--- config.mk ---
export PLATFORM = sky130hd
export DESIGN_NAME = corr_shift_ctrl_flat
export DESIGN_NICKNAME = d
export VERILOG_FILES = /design/src/rtl/corr_shift_if.sv /design/src/rtl/corr_shift_ctrl.sv /design/src/flat_wrapper.sv
export SDC_FILE = /design/constraint.sdc
export NUM_CORES = 1
export LEC_CHECK = 0
export CORE_UTILIZATION = 55
export CTS_CLUSTER_DIAMETER = 60
export DETAILED_ROUTE_END_ITERATION = 8
export DONT_BUFFER_PORTS = 1
export HOLD_SLACK_MARGIN = 0.03
export PLACE_DENSITY = 0.7
export SLEW_MARGIN = 20
export SYNTH_ARGS = -nofsm -noshare
export SYNTH_HDL_FRONTEND = slang
export SYNTH_SLANG_ARGS = --single-unit
--- constraint.sdc ---
create_clock -name clk -period 4.4 [get_ports clk]
set_clock_uncertainty 0.1 [all_clocks]
set_input_delay 0.22 -clock clk [delete_from_list [all_inputs] [get_ports clk]]
set_output_delay 0.22 -clock clk [all_outputs]
set_load 0.02 [all_outputs]
--- src/rtl/corr_shift_if.sv ---
// Bundle between the correlation accumulator, the shift controller and its host:
// frame strobe plus diagonal terms in, chosen shift and frame gating out.
interface corr_shift_if #(
  parameter int CORR_DOUT_WIDTH = 32
);
  logic                              auto_en;
  logic [4:0]                        manual_shift;
  logic                              corr_valid;
  logic signed [CORR_DOUT_WIDTH-1:0] r11;
  logic signed [CORR_DOUT_WIDTH-1:0] r22;
  logic [4:0]                        shift;
  logic                              frame_ok;
  logic                              ovf;
  logic [1:0]                        state_dbg;

  modport master (
    output auto_en, manual_shift, corr_valid, r11, r22,
    input  shift, frame_ok, ovf, state_dbg
  );

  modport slave (
    input  auto_en, manual_shift, corr_valid, r11, r22,
    output shift, frame_ok, ovf, state_dbg
  );
endinterface

--- src/rtl/corr_shift_ctrl.sv ---
// Per-frame automatic scaling of the correlation-to-eigen narrowing cast, with
// settle gating after every shift change and a manual bypass.
module corr_shift_ctrl #(
  parameter int CORR_DOUT_WIDTH = 32,
  parameter int CORR_POINT      = 16,
  parameter int MAX_SHIFT       = 31,
  parameter int INIT_SHIFT      = 0,
  parameter int UDF_MARGIN      = 2,
  parameter int UDF_FRAMES      = 4,
  parameter int SETTLE_FRAMES   = 2
) (
  input logic         clk,
  input logic         rst_n,
  corr_shift_if.slave bus
);
  localparam int W = CORR_DOUT_WIDTH;

  localparam logic [1:0] ST_TRACK  = 2'd0;
  localparam logic [1:0] ST_SETTLE = 2'd1;
  localparam logic [1:0] ST_MANUAL = 2'd2;

  localparam logic [4:0]   MAX_S         = 5'(MAX_SHIFT);
  localparam logic [4:0]   INIT_S        = 5'(INIT_SHIFT);
  localparam logic [7:0]   SETTLE_RELOAD = 8'(SETTLE_FRAMES);
  localparam logic [7:0]   UDF_LIMIT     = 8'(UDF_FRAMES);
  localparam logic [W-1:0] OVF_LIM       = W'(1) << (CORR_POINT + 1);
  localparam logic [W-1:0] UDF_LIM       = W'(1) << (CORR_POINT + 1 - UDF_MARGIN);

  logic [1:0] state_q, state_d;
  logic [4:0] shift_q, shift_d;
  logic [7:0] udf_cnt_q, udf_cnt_d;
  logic [7:0] settle_cnt_q, settle_cnt_d;
  logic       ovf_q, ovf_d;
  logic       frame_ok_q, frame_ok_d;

  logic signed [W-1:0] r11_s, r22_s, peak;
  logic [W-1:0]        peak_sh;
  logic                is_ovf, is_udf;

  assign r11_s = bus.r11;
  assign r22_s = bus.r22;
  assign peak  = (r11_s > r22_s) ? r11_s : r22_s;

  // Comparing peak>>s against fixed limits keeps every threshold inside W bits;
  // once CORR_POINT+1+s reaches W-1 the shifted peak can never hit OVF_LIM.
  assign peak_sh = $unsigned(peak) >> shift_q;
  assign is_ovf  = r11_s[W-1] | r22_s[W-1] | (peak_sh >= OVF_LIM);
  assign is_udf  = !is_ovf && (peak_sh < UDF_LIM);

  logic [1:0] mode;
  logic [7:0] udf_base;
  logic [7:0] udf_inc;

  always_comb begin
    state_d      = state_q;
    shift_d      = shift_q;
    udf_cnt_d    = udf_cnt_q;
    settle_cnt_d = settle_cnt_q;
    ovf_d        = ovf_q;
    frame_ok_d   = 1'b0;
    mode         = state_q;
    udf_base     = udf_cnt_q;
    udf_inc      = 8'd0;

    if (!bus.auto_en) begin
      state_d      = ST_MANUAL;
      shift_d      = bus.manual_shift;
      udf_cnt_d    = 8'd0;
      settle_cnt_d = 8'd0;
      if (bus.corr_valid) begin
        frame_ok_d = 1'b1;
        if (is_ovf) ovf_d = 1'b1;
      end
    end else begin
      // Returning to auto: shift is kept (bumpless), history is dropped.
      if (state_q == ST_MANUAL) begin
        mode         = ST_TRACK;
        state_d      = ST_TRACK;
        udf_base     = 8'd0;
        udf_cnt_d    = 8'd0;
        settle_cnt_d = 8'd0;
        ovf_d        = 1'b0;
      end

      if (bus.corr_valid && mode == ST_TRACK) begin
        if (is_ovf) begin
          ovf_d     = 1'b1;
          udf_cnt_d = 8'd0;
          if (shift_q < MAX_S) begin
            shift_d      = shift_q + 5'd1;
            settle_cnt_d = SETTLE_RELOAD;
            state_d      = ST_SETTLE;
          end
        end else begin
          frame_ok_d = 1'b1;
          if (is_udf) begin
            udf_inc = (udf_base >= UDF_LIMIT) ? UDF_LIMIT : udf_base + 8'd1;
            if (udf_inc >= UDF_LIMIT && shift_q != 5'd0) begin
              shift_d      = shift_q - 5'd1;
              udf_cnt_d    = 8'd0;
              settle_cnt_d = SETTLE_RELOAD;
              state_d      = ST_SETTLE;
            end else begin
              udf_cnt_d = udf_inc;
            end
          end else begin
            udf_cnt_d = 8'd0;
          end
        end
      end else if (bus.corr_valid && mode == ST_SETTLE) begin
        if (is_ovf) begin
          ovf_d        = 1'b1;
          settle_cnt_d = SETTLE_RELOAD;
          if (shift_q < MAX_S) shift_d = shift_q + 5'd1;
        end else if (settle_cnt_q <= 8'd1) begin
          settle_cnt_d = 8'd0;
          state_d      = ST_TRACK;
        end else begin
          settle_cnt_d = settle_cnt_q - 8'd1;
        end
      end
    end
  end

  always_ff @(posedge clk or negedge rst_n) begin
    if (!rst_n) begin
      state_q      <= ST_TRACK;
      shift_q      <= INIT_S;
      udf_cnt_q    <= 8'd0;
      settle_cnt_q <= 8'd0;
      ovf_q        <= 1'b0;
      frame_ok_q   <= 1'b0;
    end else begin
      state_q      <= state_d;
      shift_q      <= shift_d;
      udf_cnt_q    <= udf_cnt_d;
      settle_cnt_q <= settle_cnt_d;
      ovf_q        <= ovf_d;
      frame_ok_q   <= frame_ok_d;
    end
  end

  assign bus.shift     = shift_q;
  assign bus.frame_ok  = frame_ok_q;
  assign bus.ovf       = ovf_q;
  assign bus.state_dbg = state_q;
endmodule

--- src/flat_wrapper.sv ---
// flat-port wrapper written by rule: the top's interface ports become plain ports
module corr_shift_ctrl_flat 
#(
  parameter int CORR_DOUT_WIDTH = 32,
  parameter int CORR_POINT      = 16,
  parameter int MAX_SHIFT       = 31,
  parameter int INIT_SHIFT      = 0,
  parameter int UDF_MARGIN      = 2,
  parameter int UDF_FRAMES      = 4,
  parameter int SETTLE_FRAMES   = 2
)
  (clk, rst_n, bus_auto_en, bus_manual_shift, bus_corr_valid, bus_r11, bus_r22, bus_shift, bus_frame_ok, bus_ovf, bus_state_dbg);
  corr_shift_if #(.CORR_DOUT_WIDTH(CORR_DOUT_WIDTH)) bus_i ();
  input logic clk;
  input logic rst_n;
  input wire logic [$bits(bus_i.auto_en)-1:0] bus_auto_en;
  input wire logic [$bits(bus_i.manual_shift)-1:0] bus_manual_shift;
  input wire logic [$bits(bus_i.corr_valid)-1:0] bus_corr_valid;
  input wire logic [$bits(bus_i.r11)-1:0] bus_r11;
  input wire logic [$bits(bus_i.r22)-1:0] bus_r22;
  output wire logic [$bits(bus_i.shift)-1:0] bus_shift;
  output wire logic [$bits(bus_i.frame_ok)-1:0] bus_frame_ok;
  output wire logic [$bits(bus_i.ovf)-1:0] bus_ovf;
  output wire logic [$bits(bus_i.state_dbg)-1:0] bus_state_dbg;
  assign bus_i.auto_en = bus_auto_en;
  assign bus_i.manual_shift = bus_manual_shift;
  assign bus_i.corr_valid = bus_corr_valid;
  assign bus_i.r11 = bus_r11;
  assign bus_i.r22 = bus_r22;
  assign bus_shift = bus_i.shift;
  assign bus_frame_ok = bus_i.frame_ok;
  assign bus_ovf = bus_i.ovf;
  assign bus_state_dbg = bus_i.state_dbg;
  corr_shift_ctrl #(.CORR_DOUT_WIDTH(CORR_DOUT_WIDTH), .CORR_POINT(CORR_POINT), .MAX_SHIFT(MAX_SHIFT), .INIT_SHIFT(INIT_SHIFT), .UDF_MARGIN(UDF_MARGIN), .UDF_FRAMES(UDF_FRAMES), .SETTLE_FRAMES(SETTLE_FRAMES)) u_core (.clk(clk), .rst_n(rst_n), .bus(bus_i));
endmodule
==> results_dict.tcl <==
set metrics [dict create \
    grt.busiest_layer "met2" \
    numCtsBuffers 3 \
    setup_violations 0 \
    pre_cts_slack_ps -144.0 \
    grt_pass1_vias 3486 \
    met2_usage 0.4473 \
    yosysUniqueCellTypes 80 \
    yosysTopAreaCell "dfrtp_1" \
    start_util 0.5707 \
    worstPathCellList "inv_1, ha_1, nand4b_1, nor4_1, buf_4, o41a_1, o21a_1, buf_12, buf_4, mux2i_1, o311ai_0, a211o_1, o2111ai_4, nor3_4, mux2_1, nand4_1, o311ai_1" \
    fin_ws_ps 313.9 \
    core-area_um2 6794 \
    yosys_most_used_dff "dfrtp_1" \
    synth_area_um2 3877 \
    period_needed_ps 4086 \
    antenna_found_initial 0 \
    synth_warnings 0 \
    final_nets 586 \
    powerDensity_nw_per_um2 253.5 \
    worst_slew_margin_rel 0.4931 \
    post-route-period-util 0.9287 \
    final-hold-violation-count 0 \
    die_width_um 85.97 \
    cts-root-buf "clkbuf_8" \
    use_met1 0.3641 \
    final_cells 569 \
    ant_nets 0 \
    place.gp.congestion 0.9172 \
    yosysMostFrequentCell "nand2_1" \
    clk_pin_slew_ps 80 \
    drc 0 \
    crit_top_cell "buf_4" \
    port_buffers 0 \
    synth_top_area_frac 0.1613 \
    critPathLaunchType "input port" \
    synth_seq_cells 25 \
    num_antenna_cells 0 \
    cp.arrival_ps 4120 \
    viasPerCell 6.343 \
    avgRoutedWirePerCell_um 17.70 \
    worst_ep_required_time_ps 4430 \
    fmax_mhz 244.7 \
    drt_iter0_drc 331 \
    slowest_delay_ps 560 \
    clock_path_buffers 2 \
    syn_inst 470 \
    synth_edf_count 0 \
    die_area_um2 7390 \
    cts.sinks 25 \
    rsz0062_at_grt "no" \
    ys_seq_area_frac 0.1613 \
    status "finished, final reports clean" \
    endpoint_kind "flop" \
    power.leakage_nw 1.915 \
    die_y_um 85.97 \
    slew_violations 0 \
    cts_tree "done" \
    hp-class "input port to flop" \
    area_growth_pct 6.647 \
    use_met3 0.07411 \
    first_pass_iters 5 \
    dp.cells 558 \
    drive_gt1_frac 0.1374 \
    ys_async_sr_fraction 1.000 \
    slowest_stage "o311ai_0" \
    syn_nets 582 \
    grt_usage 0.2744 \
    h-tree-depth 1 \
    hpwl_um 8043 \
    vias 3609 \
    maxCapViolations 0 \
    peakVddDrop_v 0.0001824 \
    synth_area_leaders "dfrtp_1 (16%), ha_1 (13%), mux2i_1 (7.5%)" \
    gr-total-overflow 0 \
    fin_worst_hold_slack_ps 55.27 \
    path_class "input port to flop" \
    critPathMaxFanout 21 \
    avgSynthCellArea_um2 8.250 \
    tightestPinTransition_ps 760.3 \
    core.rowCount 30 \
    grt_pass1_wl_um 16440 \
    synthTopCellsByCount "nand2_1 (58), inv_1 (49), ha_1 (39)" \
    detail_route.wirelength_um 10070 \
    n_fill_cell 621 \
    clk_latency_ps 270 \
    io_pins 82 \
    grt_max_degree 26 \
    post-cts-setup-buffers 0 \
]
==> worst max-delay path, delay by kind of cell <==
family / cells / cell delay (ps)
mux: 2 / 470
simple gates: 4 / 1000
compound gates: 6 / 1480
buf+inv: 4 / 630
fa+ha+maj: 1 / 320
==> repair_timing <==
action                                 CTS  global route
resized for setup                        0             3
endpoints found under the hold margin   38             0
setup endpoints to repair                0             5
hold buffers                             7             0
==> worst paths after layout <==
check,from,end,slack [ps],cells past startpoint
setup / recovery,bus_r22[31],u_core.bus.shift[2],310,17
hold / removal,bus_auto_en,u_core.bus.shift[2],60,2
setup reg to reg,u_core.bus.shift[0],u_core.bus.shift[2],550,11
hold reg to reg,u_core.udf_cnt_q[4],u_core.udf_cnt_q[4],390,1
max in group asynchronous,rst_n,u_core.bus.shift[4],3770,2
min in group asynchronous,rst_n,u_core.udf_cnt_q[5],260,2
==> cell families after synthesis <==
logic type                 share of synthesized area
AOI/OAI and AO/OA                             0.2307
DFF                                           0.1613
adders and majority gates                     0.1258
buffers and inverters                        0.07938
and+or+nand+nor                               0.1933
xor gates and xnor gates                    0.009037
muxes                                         0.2004
==> placed cells by master (no fill, tap or decap), drive strengths merged, types with 3 or more instances in the layout <==
cell type    netlist  final
nand2             59     59
o211ai             5      5
nand4             12     12
o2111ai            3      3
mux2              19     19
o311ai             4      4
o22ai              5      5
a21oi             27     27
o31ai              5      5
nor2b              6      6
dfrtp             25     25
dlygate4sd3        0      6
and3               4      4
o31a               3      3
buf               10     15
xnor2              3      3
nor3              10     10
ha                39     39
a211oi             3      3
o21a               3      3
a2111oi            3      3
and2               7      7
nor2              24     24
nor4               3      3
inv               49     49
clkbuf            12      3
or3                5      5
a21o               3      3
nand3              7      7
mux4              11     11
a22oi              4      4
o21ai             33     33
mux2i             30     30
==> power breakdown <==
part | switching [mW] | internal [mW]
combinational | 0.334 | 0.276
sequential | 0.0576 | 0.243
clock | 0.0736 | 0.0642
==> registers in the layout, summed over array words and instances (netlist names) <==
register / cells
u_core.bus.ovf: 1
u_core.bus.frame_ok: 1
u_core.udf_cnt_q: 8
u_core.settle_cnt_q: 8
u_core.bus.shift: 5
u_core.bus.state_dbg: 2
==> layer usage <==
| layer | routed length, um | share of wire | vias to the layer above |
|---|---|---|---|
| met4 | 138 | 0.014 | 0 |
| met5 | 0 | 0 | - |
| met3 | 937 | 0.093 | 17 |
| met1 | 4449 | 0.44 | 1659 |
| li1 | - | - | 1756 |
| met2 | 4547 | 0.45 | 177 |
==> through the flow <==
| stage | setup TNS (ps) | util | total power, mW | cell area [um^2] |
|---|---|---|---|---|
| after floorplan | 0 | - | 0.7656 | 3877 |
| after global placement | -867.1 | 0.5880 | 0.8797 | 3995 |
| after detailed placement | -558.1 | 0.5880 | 0.8871 | 3995 |
| after CTS | 0 | 0.6070 | 1.042 | 4124 |
| after global routing | 0 | 0.6087 | 1.129 | 4135 |
| final | 0 | 0.6087 | 1.048 | 4135 |
==> final cells by class <==
cell class              count  area, um^2  area share
multi-input cells         373        2955      0.7147
repair buffers             21       197.7     0.04781
clock buffers               3       41.29    0.009985
well taps                  96       120.1     0.02905
clock inverters             1       7.507    0.001815
inverters                  50       187.7     0.04539
flip-flops and latches     25       625.6      0.1513
(Power assumes the default switching activity.)
